## config.mk

```make
export PLATFORM = sky130hd
export DESIGN_NAME = hazard_pipe_ctrl
export DESIGN_NICKNAME = d
export VERILOG_FILES = /design/src/rtl/hazard_pipe_ctrl.sv
export SDC_FILE = /design/constraint.sdc
export NUM_CORES = 1
export LEC_CHECK = 0
export BUFFER_PORTS_ARGS = -buffer_cell sky130_fd_sc_hd__buf_2
export CAP_MARGIN = 20
export CORE_MARGIN = 5
export CORE_UTILIZATION = 33
export DETAILED_ROUTE_END_ITERATION = 10
export PLACE_DENSITY = 0.69
export REMOVE_ABC_BUFFERS = 1
export SYNTH_ARGS = -nofsm -noshare
export SYNTH_HDL_FRONTEND = slang
export SYNTH_SLANG_ARGS = --single-unit
```

## constraint.sdc

```tcl
create_clock -name clk -period 1.17 [get_ports clk]
set_input_delay 0.1755 -clock clk [delete_from_list [all_inputs] [get_ports clk]]
set_output_delay 0.1755 -clock clk [all_outputs]
set_load 0.02 [all_outputs]
```

## src/rtl/hazard_pipe_ctrl.sv

```systemverilog
// rtl/hazard_pipe_ctrl.sv - RV32I pipeline hazard control and hazard-tag pipeline
// Optional stall/flush performance counters are built when HAZARD_PERF_CNT_EN is defined.
module hazard_pipe_ctrl #(
  parameter int MAX_STALL = 4,
  parameter int CNT_W     = 32
) (
  input  logic             clk,
  input  logic             rstn,
  input  logic             id_valid,
  input  logic [4:0]       id_rs1,
  input  logic [4:0]       id_rs2,
  input  logic [4:0]       id_rd,
  input  logic             id_regwrite,
  input  logic             id_memread,
  input  logic             stall_req,
  input  logic             flush_req,
  input  logic             mem_busy,
  output logic             pc_en,
  output logic             ifid_en,
  output logic             ifid_flush,
  output logic             idex_bubble,
  output logic [4:0]       ex_rs1,
  output logic [4:0]       ex_rs2,
  output logic [4:0]       ex_rd,
  output logic             ex_regwrite,
  output logic             ex_memread,
  output logic [4:0]       mem_rd,
  output logic             mem_regwrite,
  output logic             mem_memread,
  output logic [4:0]       wb_rd,
  output logic             wb_regwrite,
  output logic [1:0]       state,
  output logic             hazard_err,
  output logic [CNT_W-1:0] stall_cnt,
  output logic [CNT_W-1:0] flush_cnt
);

  typedef enum logic [1:0] {
    ST_RUN    = 2'd0,
    ST_STALL  = 2'd1,
    ST_FLUSH  = 2'd2,
    ST_FREEZE = 2'd3
  } act_e;

  localparam int SW = $clog2(MAX_STALL + 2);
  localparam logic [SW-1:0] STREAK_MAX = SW'(MAX_STALL);
  localparam logic [SW-1:0] STREAK_SAT = SW'(MAX_STALL + 1);

  act_e          act_d, state_q;
  logic [4:0]    ex_rs1_q, ex_rs1_d, ex_rs2_q, ex_rs2_d, ex_rd_q, ex_rd_d;
  logic          ex_regwrite_q, ex_regwrite_d, ex_memread_q, ex_memread_d;
  logic [4:0]    mem_rd_q, mem_rd_d;
  logic          mem_regwrite_q, mem_regwrite_d, mem_memread_q, mem_memread_d;
  logic [4:0]    wb_rd_q, wb_rd_d;
  logic          wb_regwrite_q, wb_regwrite_d;
  logic [SW-1:0] streak_q, streak_d;
  logic          err_q, err_d;

  always_comb begin
    act_d = ST_RUN;
    if (mem_busy)       act_d = ST_FREEZE;
    else if (stall_req) act_d = ST_STALL;
    else if (flush_req) act_d = ST_FLUSH;
  end

  assign pc_en       = (act_d == ST_RUN) || (act_d == ST_FLUSH);
  assign ifid_en     = (act_d == ST_RUN);
  assign ifid_flush  = (act_d == ST_FLUSH);
  assign idex_bubble = (act_d == ST_STALL) || (act_d == ST_FLUSH);

  always_comb begin
    ex_rs1_d       = ex_rs1_q;
    ex_rs2_d       = ex_rs2_q;
    ex_rd_d        = ex_rd_q;
    ex_regwrite_d  = ex_regwrite_q;
    ex_memread_d   = ex_memread_q;
    mem_rd_d       = mem_rd_q;
    mem_regwrite_d = mem_regwrite_q;
    mem_memread_d  = mem_memread_q;
    wb_rd_d        = wb_rd_q;
    wb_regwrite_d  = wb_regwrite_q;
    streak_d       = streak_q;
    err_d          = err_q;
    if (act_d != ST_FREEZE) begin
      mem_rd_d       = ex_rd_q;
      mem_regwrite_d = ex_regwrite_q;
      mem_memread_d  = ex_memread_q;
      wb_rd_d        = mem_rd_q;
      wb_regwrite_d  = mem_regwrite_q;
      ex_rs1_d       = 5'd0;
      ex_rs2_d       = 5'd0;
      ex_rd_d        = 5'd0;
      ex_regwrite_d  = 1'b0;
      ex_memread_d   = 1'b0;
      if (act_d == ST_RUN && id_valid) begin
        ex_rs1_d      = id_rs1;
        ex_rs2_d      = id_rs2;
        ex_rd_d       = id_rd;
        // x0 is never a real destination, so it must not trigger forwarding
        ex_regwrite_d = id_regwrite && (id_rd != 5'd0);
        ex_memread_d  = id_memread;
      end
    end
    case (act_d)
      ST_STALL: begin
        if (streak_q >= STREAK_MAX) begin
          streak_d = STREAK_SAT;
          err_d    = 1'b1;
        end else begin
          streak_d = streak_q + SW'(1);
        end
      end
      ST_RUN, ST_FLUSH: streak_d = '0;
      default: ;
    endcase
  end

  always_ff @(posedge clk or negedge rstn) begin
    if (!rstn) begin
      state_q        <= ST_RUN;
      ex_rs1_q       <= 5'd0;
      ex_rs2_q       <= 5'd0;
      ex_rd_q        <= 5'd0;
      ex_regwrite_q  <= 1'b0;
      ex_memread_q   <= 1'b0;
      mem_rd_q       <= 5'd0;
      mem_regwrite_q <= 1'b0;
      mem_memread_q  <= 1'b0;
      wb_rd_q        <= 5'd0;
      wb_regwrite_q  <= 1'b0;
      streak_q       <= '0;
      err_q          <= 1'b0;
    end else begin
      state_q        <= act_d;
      ex_rs1_q       <= ex_rs1_d;
      ex_rs2_q       <= ex_rs2_d;
      ex_rd_q        <= ex_rd_d;
      ex_regwrite_q  <= ex_regwrite_d;
      ex_memread_q   <= ex_memread_d;
      mem_rd_q       <= mem_rd_d;
      mem_regwrite_q <= mem_regwrite_d;
      mem_memread_q  <= mem_memread_d;
      wb_rd_q        <= wb_rd_d;
      wb_regwrite_q  <= wb_regwrite_d;
      streak_q       <= streak_d;
      err_q          <= err_d;
    end
  end

  assign state        = state_q;
  assign ex_rs1       = ex_rs1_q;
  assign ex_rs2       = ex_rs2_q;
  assign ex_rd        = ex_rd_q;
  assign ex_regwrite  = ex_regwrite_q;
  assign ex_memread   = ex_memread_q;
  assign mem_rd       = mem_rd_q;
  assign mem_regwrite = mem_regwrite_q;
  assign mem_memread  = mem_memread_q;
  assign wb_rd        = wb_rd_q;
  assign wb_regwrite  = wb_regwrite_q;
  assign hazard_err   = err_q;

`ifdef HAZARD_PERF_CNT_EN
  logic [CNT_W-1:0] stall_cnt_q, flush_cnt_q;

  always_ff @(posedge clk or negedge rstn) begin
    if (!rstn) begin
      stall_cnt_q <= '0;
      flush_cnt_q <= '0;
    end else begin
      if (act_d == ST_STALL) stall_cnt_q <= stall_cnt_q + CNT_W'(1);
      if (act_d == ST_FLUSH) flush_cnt_q <= flush_cnt_q + CNT_W'(1);
    end
  end

  assign stall_cnt = stall_cnt_q;
  assign flush_cnt = flush_cnt_q;
`else
  assign stall_cnt = '0;
  assign flush_cnt = '0;
`endif

endmodule

```

# Word level (Yosys, flattened, before mapping)
# Index checks and enable logic that the tools add are counted.
# classes
eq_ne,3
multipliers,0
add_sub_neg,1
n_bitwise,0
reduce_logical,9
mux,10
n_lt_le_gt_ge,1
n_shift,0
div_mod_pow,0
# ops
operator,n
$mux W5,3
$mux W2,3
$pmux W3 S2,1
$reduce_bool A5 Y1,1
$add A3 B1 Y3 const B,1
$ge A3 B3 Y1 const B,1
$mux W3,1
$eq A2 B1 Y1 const B,1
$eq A2 B2 Y1 const B,1
$logic_and A1 B1 Y1,2
$logic_not A2 Y1,1
$logic_or A1 B1 Y1,2
$mux W1,2
$ne A2 B2 Y1 const B,1
$reduce_and A2 Y1,1
$reduce_bool A2 Y1,1
$reduce_or A2 Y1,1
# word_totals
ff_bits,36
mem_bits_ro,0
wordCells,37
out_inout_bits,101
latch_bits,0
ram_bits,0
n_memories,0

# Logic depth before layout (Yosys ltp)
# logic_depth
ltp_word,6
mapped_depth,6
depth_no_buf,4

# Worst setup path before layout
# No wires, ideal clock.
# synth_timing
path_type,input to output
start,in mem_busy
end,out ifid_flush
slack_ns,-0.226
arrival_ns,1.220
n_path_buf,2
path_stages,5
path_cell_list,buf_6 -> buf_2 -> nor2_1 -> inv_1 -> nor2_1
# synth_via
elab_chain_cells,2
# synth_lines
element,line_no,rtl
from (decl),17,"input logic mem_busy,"
$mux W2,61,if (mem_busy) act_d = ST_FREEZE;
net act_d[0],49,"act_e act_d, state_q;"
$eq A2 B2 Y1,68,assign ifid_flush = (act_d == ST_FLUSH);
to (decl),20,"output logic ifid_flush,"
# The timed path passes the listed nets, and every way through them passes these cells.

# Worst setup path after layout
# layout_timing
start,"reg ex_rd_q[2], in the netlist ex_rd[2]"
end,out ex_rd[2]
# layout_lines
element,line_no,rtl
from (decl),50,"logic [4:0] ex_rs1_q, ex_rs1_d, ex_rs2_q, ex_rs2_d, ex_rd_q, ex_rd_d;"
from (signal assigned),137,ex_rd_q <= ex_rd_d;
to (decl),24,"output logic [4:0] ex_rd,"
# No word-level cell between the ends.

==> results.toml <==
[outcome]
status = "finished, final reports clean"

[final_layout]
final_cell_mix = "64 x conb_1, 59 x buf_2, 36 x dfrtp_1"
layoutNonFillerInstCount = 299
multi_input_area_um2 = 661
final_common_cell = "conb_1"
diodes = 0
nFillCells = 557
fin_nets = 251
final_area_um2 = 2130
final_core_util_pct = 38.7
drive_gt1_share_pct = 37.9
ff_latch_area_um2 = 901
area_delta_synth_final_pct = 13.3

[sta]
finalSetupViolations = 0
finClkSkew_ns = 0.00478
layout_min_cycle_time_ns = 1.03
drv_slew = 0
clock.fmax_ghz = 0.974
setup_tns_ns = 0
worst_slack_ns = 0.143
hold_viol_final = 0
min_period_over_period_pct = 87.8
whs_ns = 0.108
rsz0062_at_grt = "false"

[clock_network]
clkTransAtPathRegs_ns = 0.07
cts_root_buf = "clkbuf_8"
cts_tree = "built"
clock_latency_ns = 0.28
cts_max_level = 2
cts.sinks = 36
clockBufferDepth = 2
cts_made_buffers = 5
cts-resized-gates = 0

[synth]
synth-seq-cells = 36
ys_seq_area_share_pct = 47.9
synth-simple-area-share_pct = 3.33
syn_inst = 162
syn_area_per_cell_um2 = 11.6
synth_top_family_by_area = "buffers and inverters"
synth_compound_area_share_pct = 9.92
synth_xor_area_share_pct = 0
yosys_warnings = 0
muxShareOfSynthArea_pct = 7.79
synthDistinctLibCells = 22
syn_area_um2 = 1880
yosys.area_share.adder_pct = 1.33

[global_route]
grt_overflow = 0
grt_pass1_wl_um = 5680
antenna_found_initial = 0
track_usage_pct = 9.97
grt_pass1_vias = 1180
grt_max_degree = 21

[detailed_routing]
via_count = 1171
wl_um = 3880
postRouteAntennaNets = 0
via_per_inst = 3.92
drtIter0Drc = 23
drcViolationCount = 0
drt_pre_antenna_iters = 4
wl_per_cell_um = 13.0

[worst_setup_path]
cp.required_ns = 0.99
arrival_ns = 0.85
crit_type = "reg -> out"
critPathBufInv = 1
start_kind = "register"
rrSetupSlack_ns = 0.18
cp_slowest_stage_delay_ns = 0.40
cp_top_family = "flip-flops"
cp_max_fo = 3
cp-end-kind = "output pin"
cpMaxStageDelayCell = "dfrtp_1"
path_cells = "buf_2"

[die]
die_h_um = 85.5
pin_count = 124
fp.dieW_um = 85.5
initial_utilization_pct = 34.1
core_um2 = 5510
rows = 27
die-area_um2 = 7300

[power_and_ir_drop]
p_total_mw = 3.01
powerDensity_nw_per_um2 = 1410
ir_worst_vdd_mv = 0.639
p_leak_nw = 1.25

[placement]
place.gp.congestion = 0.756
dp_hpwl_um = 3060
post-place-ws_ns = 0.0846
place.port_buffers = 59
placed_area_um2 = 2010
place_inst = 290

[job]
cap_violations = 0

[min_path]
hold_class = "in -> reg"
-- where the power goes --
part	switching [mW]	internal (mW)
registers	0.0430	1.32
clock network	0.423	0.632
logic	0.424	0.161
total	0.890	2.12
-- timing repair --
| item | CTS | global route |
|---|---|---|
| hold buffers | 1 | 0 |
| endpoints found under the hold margin | 16 | 0 |
| setup buffers | 0 | 0 |
-- synth_stat cells --
| master | n | share of area (%) |
|---|---|---|
| buf_6 | 2 | 1.2 |
| buf_2 | 2 | 0.53 |
| nor3_1 | 1 | 0.27 |
| nand2_1 | 1 | 0.20 |
| a32o_1 | 1 | 0.53 |
| nand4_1 | 1 | 0.33 |
| o211ai_1 | 1 | 0.40 |
| buf_8 | 1 | 0.80 |
| and2_4 | 1 | 0.47 |
| a31o_2 | 1 | 0.47 |
| dfrtp_1 | 36 | 48 |
| inv_1 | 6 | 1.2 |
| nor3_4 | 1 | 0.87 |
| ha_1 | 2 | 1.3 |
| buf_4 | 64 | 26 |
| o21ai_0 | 3 | 0.80 |
| mux2_2 | 13 | 7.8 |
| nor2_1 | 6 | 1.2 |
| a21oi_1 | 1 | 0.27 |
| clkbuf_1 | 1 | 0.20 |
| a22o_1 | 16 | 7.5 |
| conb_1 | 1 | 0.20 |
-- sequential cells by signal, summed over array words and instances (netlist names), 2 cells and up --
| register | flops |
|---|---|
| wb_rd | 5 |
| ex_rd | 5 |
| ex_rs1 | 5 |
| ex_rs2 | 5 |
| streak_q | 3 |
| state | 2 |
| mem_rd | 5 |
-- worst paths after layout --
kind,end,startpoint,cells after the start
hold / removal,ex_rs1[4],id_rs1[4],2
setup reg to reg,streak_q[1],streak_q[0],4
setup / recovery,ex_rd[2],ex_rd[2],1
max in group asynchronous,ex_rs2[4],rstn,3
hold reg to reg,hazard_err,hazard_err,1
min in group asynchronous,wb_rd[2],rstn,2
-- cell type report --
class                   instances  area share, %
repair buffers                 64           16.3
clock inverters                 2           1.65
flip-flops and latches         36           42.3
inverters                       6           1.06
multi-input cells             113           31.0
clock buffers                   6           3.41
well taps                      72           4.23
-- logic make-up after synthesis --
group / count (synthesis)
AND/OR/NAND/NOR: 11
other: 1
AO/OA/AOI/OAI: 23
adder cells (fa/ha/maj): 2
buffers and inverters: 76
flip-flops: 36
multiplexers: 13
-- layer usage --
metal / up-vias / wire length (um) / part of all wire (%) / global-route usage, %
met4: 0 / 26 / 0.67 / 2.59
met2: 81 / 1770 / 46 / 15.3
met3: 5 / 482 / 12 / 4.27
li1: 542 / - / - / -
met1: 543 / 1600 / 41 / 12.9
met5: - / 0 / 0 / 0
No activity file was read; power rests on OpenSTA's default activity.
